<file path="src/rtl/display_arbiter_if.sv">
// Shared display-path bus between the round-robin arbiter (master) and its
// requesters plus the display write port (slave).
interface display_arbiter_if;
  logic [3:0]  req;
  logic [63:0] req_data;
  logic [3:0]  ack;
  logic        disp_we;
  logic [15:0] disp_data;
  logic [1:0]  owner;
  logic        busy;

  modport master (
    input  req, req_data,
    output ack, disp_we, disp_data, owner, busy
  );

  modport slave (
    output req, req_data,
    input  ack, disp_we, disp_data, owner, busy
  );
endinterface

</file>
<file path="src/rtl/display_arbiter.sv">
// Round-robin arbiter for the seven-segment display path: one write per grant,
// then the display is held for HOLD_CYCLES before the next requester may write.
module display_arbiter #(
  parameter int HOLD_CYCLES = 10000
) (
  input logic              clk,
  input logic              rst,
  display_arbiter_if.master bus
);

  localparam int CNT_W = (HOLD_CYCLES > 1) ? $clog2(HOLD_CYCLES) : 1;
  localparam logic [CNT_W-1:0] CNT_LOAD = CNT_W'(HOLD_CYCLES - 1);

  typedef enum logic [1:0] {IDLE, WRITE, HOLD} state_t;

  state_t           state;
  state_t           state_next;
  logic [CNT_W-1:0] cnt;
  logic [1:0]       last;
  logic [1:0]       sel;
  logic [1:0]       cand;
  logic             found;
  logic             grant;
  logic [15:0]      sel_word;

  logic [3:0]       ack_q;
  logic [3:0]       ack_d;
  logic             we_q;
  logic             we_d;
  logic             busy_q;
  logic             busy_d;
  logic [15:0]      data_q;
  logic [1:0]       owner_q;

  assign grant    = |bus.req;
  assign sel_word = bus.req_data[{sel, 4'b0000} +: 16];

  // Circular search starting just after the last winner keeps a persistent
  // requester from starving the others.
  always_comb begin
    sel   = last + 2'd1;
    cand  = '0;
    found = 1'b0;
    for (int i = 0; i < 4; i++) begin
      cand = last + 2'd1 + 2'(i);
      if (!found && bus.req[cand]) begin
        sel   = cand;
        found = 1'b1;
      end
    end
  end

  always_ff @(posedge clk) begin
    if (rst) state <= IDLE;
    else     state <= state_next;
  end

  always_comb begin
    state_next = state;
    case (state)
      IDLE:    if (grant) state_next = WRITE;
      WRITE:   state_next = HOLD;
      HOLD:    if (cnt == '0) state_next = IDLE;
      default: state_next = IDLE;
    endcase
  end

  // Output values are decoded one cycle early so every port comes from a flop.
  always_comb begin
    we_d   = (state_next == WRITE);
    busy_d = (state_next != IDLE);
    ack_d  = we_d ? (4'b0001 << sel) : 4'b0000;
  end

  always_ff @(posedge clk) begin
    if (rst) begin
      we_q    <= 1'b0;
      ack_q   <= 4'b0000;
      busy_q  <= 1'b0;
      data_q  <= 16'h0000;
      owner_q <= 2'd0;
      last    <= 2'd3;
      cnt     <= '0;
    end else begin
      we_q   <= we_d;
      ack_q  <= ack_d;
      busy_q <= busy_d;
      case (state)
        IDLE: begin
          if (grant) begin
            owner_q <= sel;
            last    <= sel;
            data_q  <= sel_word;
          end
        end
        WRITE:   cnt <= CNT_LOAD;
        HOLD:    if (cnt != '0) cnt <= cnt - CNT_W'(1);
        default: ;
      endcase
    end
  end

  assign bus.ack       = ack_q;
  assign bus.disp_we   = we_q;
  assign bus.disp_data = data_q;
  assign bus.owner     = owner_q;
  assign bus.busy      = busy_q;

endmodule
</file>
<file path="src/flat_wrapper.sv">
// flat-port wrapper written by rule: the top's interface ports become plain ports
module display_arbiter_flat 
#(
  parameter int HOLD_CYCLES = 10000
)
  (clk, rst, bus_req, bus_req_data, bus_ack, bus_disp_we, bus_disp_data, bus_owner, bus_busy);
  display_arbiter_if bus_i ();
  input logic clk;
  input logic rst;
  input wire logic [$bits(bus_i.req)-1:0] bus_req;
  input wire logic [$bits(bus_i.req_data)-1:0] bus_req_data;
  output wire logic [$bits(bus_i.ack)-1:0] bus_ack;
  output wire logic [$bits(bus_i.disp_we)-1:0] bus_disp_we;
  output wire logic [$bits(bus_i.disp_data)-1:0] bus_disp_data;
  output wire logic [$bits(bus_i.owner)-1:0] bus_owner;
  output wire logic [$bits(bus_i.busy)-1:0] bus_busy;
  assign bus_i.req = bus_req;
  assign bus_i.req_data = bus_req_data;
  assign bus_ack = bus_i.ack;
  assign bus_disp_we = bus_i.disp_we;
  assign bus_disp_data = bus_i.disp_data;
  assign bus_owner = bus_i.owner;
  assign bus_busy = bus_i.busy;
  display_arbiter #(.HOLD_CYCLES(HOLD_CYCLES)) u_core (.clk(clk), .rst(rst), .bus(bus_i));
endmodule
</file>
<file path="config.mk">
export PLATFORM = sky130hd
export DESIGN_NAME = display_arbiter_flat
export DESIGN_NICKNAME = d
export VERILOG_FILES = /design/src/rtl/display_arbiter_if.sv /design/src/rtl/display_arbiter.sv /design/src/flat_wrapper.sv
export SDC_FILE = /design/constraint.sdc
export NUM_CORES = 1
export LEC_CHECK = 0
export CAP_MARGIN = 15
export CORE_MARGIN = 1.5
export CORE_UTILIZATION = 37
export CTS_CLUSTER_DIAMETER = 80
export CTS_CLUSTER_SIZE = 16
export DETAILED_ROUTE_END_ITERATION = 16
export PLACE_DENSITY_LB_ADDON = 0.12
export RECOVER_POWER = 50
export SLEW_MARGIN = 20
export SYNTH_ARGS = -nofsm -noshare
export SYNTH_HDL_FRONTEND = slang
export SYNTH_SLANG_ARGS = --single-unit
</file>
<file path="constraint.sdc">
create_clock -name clk -period 2 [get_ports clk]
set_input_delay 0.2 -clock clk [delete_from_list [all_inputs] [get_ports clk]]
set_output_delay 0.2 -clock clk [all_outputs]
set_load 0.01 [all_outputs]
</file>
==> run summary, run 1 <==
The run finished with clean final reports. After detailed routing, the number of vias per cell comes to 5.17. The largest total area in the synthesized netlist belongs to dfxtp_1. The number of maximum-capacitance constraint violations came out at 0. At the end of routability-driven placement, the weighted congestion stood at 0.766.

The minimum clock period came out at 1.85 ns. For this design the top-level I/O count stands at 94. The die height is around 78 µm. The floorplan step defined a die boundary enclosing 6070 µm². The number of flops mapped to enable cells by yosys came out at 0.

For the worst-skew pair, the clock arrives at the later sink with an insertion delay of slightly below 0.3 ns. In the global route stage, overall resource usage came out at around a fifth. The share of synthesized registers carrying an async set or reset came out at 0%.

The number of endpoints failing setup at the final stage is 0. The number of antenna violations at the first check in global routing is 0. Buffers inserted during clock tree synthesis total 5. The starting DRC count in detailed routing is 49. The wire length after detailed routing came out at 5.54 mm. Data on the critical path is required at its endpoint by 2.23 ns. The setup slack on the worst flop-to-flop path came out at 0.15 ns. Setup repair after global routing left no endpoint under its margin. The hold violation total from the final report came out at 0. The slowest cell on the critical path is nor4_1.

The worst setup path is of the flip-flop to flip-flop kind. The share of synthesized area in the top cell type comes to 40.5%. The remaining routing DRC violations is 0.

The tightest slew margin relative to the limit came out at 50.8%. The peak clock frequency supported by timing came out at between 500 and 600 MHz. In the final routed layout, each cell accounts on average for around 14 µm. A synthesized cell averages 9.14 µm². After synthesis the cells add up to 2070 µm².

Hold repair after CTS inserted 0 buffers. The post-synthesis net count came out at roughly 300. Summed over all cells, the static leakage comes to about 1.3 nW. The data arrival time of the critical path came out at 2.08 ns. The register bit total from synthesis is 42.

The clock tree buffer depth came out at 2. The largest net degree at the start of global routing came out at 27. The length of the first detailed-routing pass in iterations is 4. The worst-case IR drop observed on VDD is 0.401 mV. Leaving out fill and tap cells, the most frequent cell in the layout is clkdlybuf4s50_1. Row generation in the floorplan step produced 27 rows. In this run the worst setup path begins at u_core.cnt[3]. Yosys mapped the design onto 39 distinct sky130hd cell types. The placeable core area is 5470 µm².

The final critical-path setup slack is around 0.15 ns. The total grt overflow came out at 0. The number of buffers inserted by post-CTS setup repair came out at 0. In this run the worst hold path is classified as flip-flop to flip-flop. After synthesis, the cell types taking the most area are dfxtp_1 41%, mux2i_1 15%, o221ai_1 7.6%. The number of global-route vias before repair is about 2000. The number of nets in the layout came out at 404. The H-tree depth reported by CTS came out at 2. TritonCTS built the clock tree. The endpoint identified for the worst register-to-register timing path is u_core.cnt[5]. Summing over every cut layer, the via total after detailed routing is around 2100. The transition time at the pin with the least slew margin came out at around 0.74 ns.

The synthesized netlist cell count came out at about 230. The placed wire-length estimate is between 4 and 5 mm. After layout, the worst path uses between 90 and 100% of the clock period. For this run, the share of the core covered by cells in the final layout is 59.3%. The timing endpoint of the critical path is u_core.cnt[5].

The final antenna diode count came out at 0. Of all nets on the critical path, the largest fanout is 8. The length in cells of the worst reg-to-reg path came out at 6.

Power spread over the standard cell area amounts to 839 nW/µm². For this configuration, the core starts out at a cell density of roughly 38%. The kind of launch point of the worst setup path is a flip-flop. The number of sinks on the clock net came out at 42. In the synthesized netlist the dominant register cell turns out to be dfxtp_1. For the final routed database, the setup TNS stands at 0 ns. The worst setup path is captured at a flip-flop. For this run, the slowest stage of the critical path takes roughly 0.40 ns. The global-route wire length before repair is roughly 9 mm. On the final layout, the worst clock skew is 0.00504 ns.

The startpoint of the worst register-to-register path is u_core.cnt[3]. The number of warning messages in the yosys log came out at 0. The clock tree root buffer cell is clkbuf_8. The number of fill cells is slightly above 500. The number of routed nets with antenna violations came out at 0. The share of post-route cells with drive strength above 1 came out at 9.01%.

Compared with the post-synthesis result, the final layout area differs by 56.5%. The share of synthesized area occupied by flip-flops and latches came out at 40.5%. Total power for the finished layout comes to about 2.7 mW. The signal on the critical path passes through buf_4 -> nor4_1 -> nand4b_1 -> o211ai_1 -> mux2_2 -> nor2_1.

In this run the tool buffered the top-level ports with 93 buffer cells. The number of gates given a new drive strength after cts came out at 0. The worst setup slack before clock tree synthesis is -0.236 ns.

In the layout the commonest cells are 68 x clkdlybuf4s50_1, 42 x dfxtp_1, 32 x mux2i_1. The die is 77.9 µm wide. The clock-pin slew on the worst setup and hold paths is 0.07 ns. The total count of max-transition violations in the final report came to 0.
## cell type report
| class | count | area [µm²] | area share [%] |
|---|---|---|---|
| tap | 72 | 90.1 | 2.77 |
| clock buffer | 7 | 76.3 | 2.35 |
| inverter | 7 | 26.3 | 0.809 |
| sequential | 42 | 841 | 25.9 |
| multi-input combinational | 166 | 1160 | 35.6 |
| timing repair buffer | 111 | 1060 | 32.5 |
## flip-flops by register name (all words and copies together), names as in the netlist
register              count
u_core.state              2
u_core.cnt               14
u_core.bus.ack            4
u_core.bus.owner          2
u_core.bus.disp_we        1
u_core.bus.busy           1
u_core.bus.disp_data     16
u_core.last               2
## how the worst min path moves through the flow
stage / startpoint / endpoint / slack [ns] / cells after the start
floorplan: bus_req_data[14] / u_core.bus.disp_data[14] / 0.40 / 2
global placement: u_core.bus.disp_data[9] / u_core.bus.disp_data[9] / 0.44 / 2
detailed placement: u_core.bus.disp_data[8] / u_core.bus.disp_data[8] / 0.45 / 2
CTS: u_core.bus.disp_data[13] / u_core.bus.disp_data[13] / 0.47 / 2
global route: u_core.cnt[11] / u_core.cnt[11] / 0.50 / 1
finish: u_core.bus.disp_data[13] / u_core.bus.disp_data[13] / 0.47 / 2
## worst max-delay path: cells and delay by family (launching register included)
family	cells	cell delay [ns]
flops	1	0.31
simple gates	3	0.73
mux	1	0.35
buf+inv	1	0.15
compound gates	1	0.24
## report_power, final
group	total [mW]	internal, mW	switching, mW
Combinational	1.13	0.591	0.541
Clock	0.503	0.240	0.263
Sequential	1.09	0.990	0.0993
## synthesized netlist by cell type, types with 3 or more instances
library cell / number
a211oi_1: 3
a21oi_1: 8
buf_2: 4
clkbuf_1: 7
dfxtp_1: 42
inv_1: 7
mux2i_1: 32
nand2_1: 26
nand4b_1: 5
nor2_1: 24
nor3_1: 4
nor4_1: 3
o21ai_0: 6
o221ai_1: 18
xor2_1: 5
## routing by layer
layer / GRT usage (%) / part of all wire [%]
met1: 23.9 / 43
met2: 31.5 / 49
met3: 5.65 / 6.6
met4: 7.09 / 1.3
met5: 0 / 0
## cell families after synthesis
kind of cell	share of synthesized area [%]
buffers and inverters	4.04
adder cells (fa/ha/maj)	0.603
XOR/XNOR	2.11
AO/OA/AOI/OAI	16.9
multiplexers	16.5
flip-flops	40.5
AND/OR/NAND/NOR	19.3
## stage by stage
step,instance area [µm²],hold WS [ns],instances
after floorplan,2070,0.400,227
after global placement,3190,0.443,398
after detailed placement,3190,0.451,398
after CTS,3270,0.475,405
after global routing,3250,0.502,405
final,3250,0.466,405
No activity file was read; power rests on OpenSTA's default activity.
==> run 2: changes to the inputs <==
- CORE_UTILIZATION: 37 -> 41
- clock period: 2 -> 2.03 ns (I/O delays scaled with it)
==> run 2 against run 1 <==
  * First-iteration DRC count up 14%
  * Routed wire length shrank 0.60%
  * Clock power about the same
  * Power is essentially flat
  * Cell count decreased by 0.74%
  * Clock skew down 0.0014 ns
  * Utilization grew 9.2 points
  * Cell area rose by 0.96%
  * Critical path type is now input pin to flip-flop
  * Critical endpoint is now u_core.bus.disp_data[11]
  * Largest power group unchanged
  * Highest routed layer unchanged
==> run summary, run 2 (same netlist as run 1, synthesis figures left out) <==
Run status: completed (unchanged). Based on the critical path, the design can be clocked at up to around 530 MHz. The H-tree depth reported by CTS came to 2 (unchanged). The final weighted congestion of routability-driven global placement came out at 0.793 (was 0.766). The count of placed standard cells including taps came out at 395 (was 398).

The global-route wire length before repair came to 8.70 mm (was 9.20 mm). The hold violation total from the final report is 0 (unchanged). The number of buffers inserted by post-CTS setup repair is 0 (unchanged). The clock network latency to the later pin of the worst-skew pair is 0.29 ns (about the same). The total count of max-transition violations in the final report was 0 (unchanged). The number of routed nets with antenna violations is 0 (unchanged).

The total number of vias came out at 2106 (was 2095). The accumulated negative setup slack was 0 ns (unchanged). The number of buffers inserted by port buffering was 93 (unchanged).

The clock tree skew after final layout came out at 0.00364 ns (was 0.00504 ns). The area added between synthesis and finish came out at 58.0% (was 56.5%). The largest net degree at the start of global routing is 27 (unchanged). The via count normalized by instance count came out at 5.24 (was 5.17). The most common cell after layout, fill and taps aside is clkdlybuf4s50_1 (unchanged). The number of maximum-capacitance constraint violations came out at 0 (unchanged).

The number of core rows came out at 25 (was 27). The final antenna diode count is 0 (unchanged). The starting density of the core is 43.3% (was 37.9%). The class of the worst hold path is flip-flop to flip-flop (unchanged). The clock tree buffer depth came out at 2 (unchanged). The placed wire-length estimate came to 4.38 mm (was 4.26 mm).

The total of hold buffers inserted after clock tree synthesis is 0 (unchanged). The combined global-route utilization of all metal layers came to 20.9% (was 19.3%). The clock tree from TritonCTS was yes (unchanged). The clock-pin slew on the worst setup and hold paths came to 0.08 ns (was 0.07 ns). The number of global-route vias before repair is 2009 (was 2048). The total power of the final layout is 2.72 mW (about the same). The wire length after detailed routing is 5.51 mm (was 5.54 mm). The wire length per cell after detailed routing came to 13.7 µm (about the same).

The final period utilization is between 90% and 100%. The width of the die came out at 74.1 µm (was 77.9 µm). The slowest cell on the critical path was dlygate4sd3_1 (was nor4_1). The peak per-stage delay on the critical path is 0.57 ns (was 0.40 ns). The number of antenna violations at the first check in global routing is 0 (unchanged). The transition time at the pin with the least slew margin came out at 0.696 ns (was 0.736 ns). The total grt overflow is 0 (unchanged).

The area occupied by multi-input gates came out at 1150 µm² (was 1160 µm²). The number of flip-flops in the largest register came out at 16 (unchanged). The flip-flop and latch area came out at 841 µm² (unchanged). The number of nets in the layout is 406 (was 404).

The final non-filler cell total came out at 402 (was 405). The data arrival time of the critical path came to 2.09 ns (was 2.08 ns). The die area is 5500 µm² (was 6070 µm²).

Cell-by-cell trace of the critical path: dlygate4sd3_1 -> nor2_1 -> clkbuf_4 -> a211o_1 -> or3_1 -> clkbuf_2 -> o221ai_1 (was buf_4 -> nor4_1 -> nand4b_1 -> o211ai_1 -> mux2_2 -> nor2_1). The length of the first detailed-routing pass in iterations is 4 (unchanged). The TritonCTS buffer count came out at 5 (unchanged). The kind of launch point of the worst setup path is an input pin (was flip-flop). The data required time at the worst endpoint is 2.24 ns (was 2.23 ns).

The die height is 74.1 µm (was 77.9 µm). The tightest slew margin relative to the limit came out at 53.6% (was 50.8%). The largest voltage drop on the vdd net came out at 0.415 mV (was 0.401 mV).

The starting DRC count in detailed routing came out at 56 (was 49). The total power per unit cell area is 831 nW/µm² (was 839 nW/µm²). The minimum clock period came out at 1.88 ns.

The number of sinks on the clock net is 42 (unchanged). The remaining routing DRC violations came out at 0 (unchanged). The start-to-end type of the worst setup path is input pin to flip-flop (was flip-flop to flip-flop).

RSZ-0062 raised after global routing: false (unchanged). The number of fill cells came out at 406 (was 514). The number of gates given a new drive strength after cts is 0 (unchanged). The largest driver fanout on the critical path is 10 (was 8). The share of post-route cells with drive strength above 1 came to 9.85% (was 9.01%). The final critical-path setup slack came out at 0.153 ns (was 0.147 ns). The number of endpoints failing setup at the final stage was 0 (unchanged). The kind of end point of the critical path was a flip-flop (unchanged). The number of top-level design ports came out at 94 (unchanged). Commonest cells after routing, fill and taps aside: 68 x clkdlybuf4s50_1, 42 x dfxtp_1, 32 x mux2i_1 (unchanged). The leakage power total came out at 1.36 nW (was 1.34 nW). The clock tree root buffer cell is clkbuf_8 (unchanged). The worst setup slack before clock tree synthesis came out at -0.0998 ns (was -0.236 ns). The placeable core area came out at 4790 µm² (was 5470 µm²).
==> run 2: cell types whose count changed in the layout (fill, tap and decap cells not counted) <==
cell      delta
clkbuf_1     -2
buf_12       +2
nand3_1      +1
clkinv_2     +2
nand3_2      -1
==> run 2: worst max-delay path: cells and delay by family <==
| family | cells | cell delay (ns) |
|---|---|---|
| buffers and inverters | 3 | 0.91 |
| AO/OA/AOI/OAI | 2 | 0.52 |
| AND/OR/NAND/NOR | 2 | 0.44 |
==> run 2: layout make-up <==
| class | instances | share of cell area, % |
|---|---|---|
| Inverter | 7 | 0.802 |
| Clock buffer | 5 | 2.10 |
| Sequential cell | 42 | 25.6 |
| Timing Repair Buffer | 113 | 33.4 |
| Multi-Input combinational cell | 166 | 35.2 |
| Tap cell | 67 | 2.56 |
| Clock inverter | 2 | 0.305 |
==> run 2: worst paths after layout <==
kind | start | endpoint | slack [ns] | cells after the start
hold / removal | u_core.bus.disp_data[5] | u_core.bus.disp_data[5] | 0.47 | 2
setup reg to reg | u_core.cnt[4] | u_core.cnt[10] | 0.16 | 5
hold reg to reg | u_core.bus.disp_data[5] | u_core.bus.disp_data[5] | 0.47 | 2
setup / recovery | bus_req[3] | u_core.bus.disp_data[11] | 0.15 | 7
==> run 2: where the power goes <==
part	switching, mW	total [mW]	internal, mW
clock network	0.275	0.506	0.231
registers	0.0976	1.07	0.975
logic	0.531	1.14	0.614
==> run 2: through the flow <==
step / area (µm²) / hold WS [ns] / util, %
3_5_place_dp: 3210 / 0.451 / 67.1
2_1_floorplan: 2070 / 0.403 / -
3_3_place_gp: 3210 / 0.443 / 67.1
5_1_grt: 3280 / 0.497 / 68.5
6_report: 3280 / 0.467 / 68.5
4_1_cts: 3290 / 0.473 / 68.8
==> run 2: routing by layer <==
layer / vias to the layer above / GRT usage [%] / routed length, µm
met3: 6 / 8.54 / 413
met1: 978 / 23.9 / 2310
met2: 66 / 35.3 / 2700
met5: - / 0 / 0
li1: 1056 / - / -
met4: 0 / 7.41 / 78
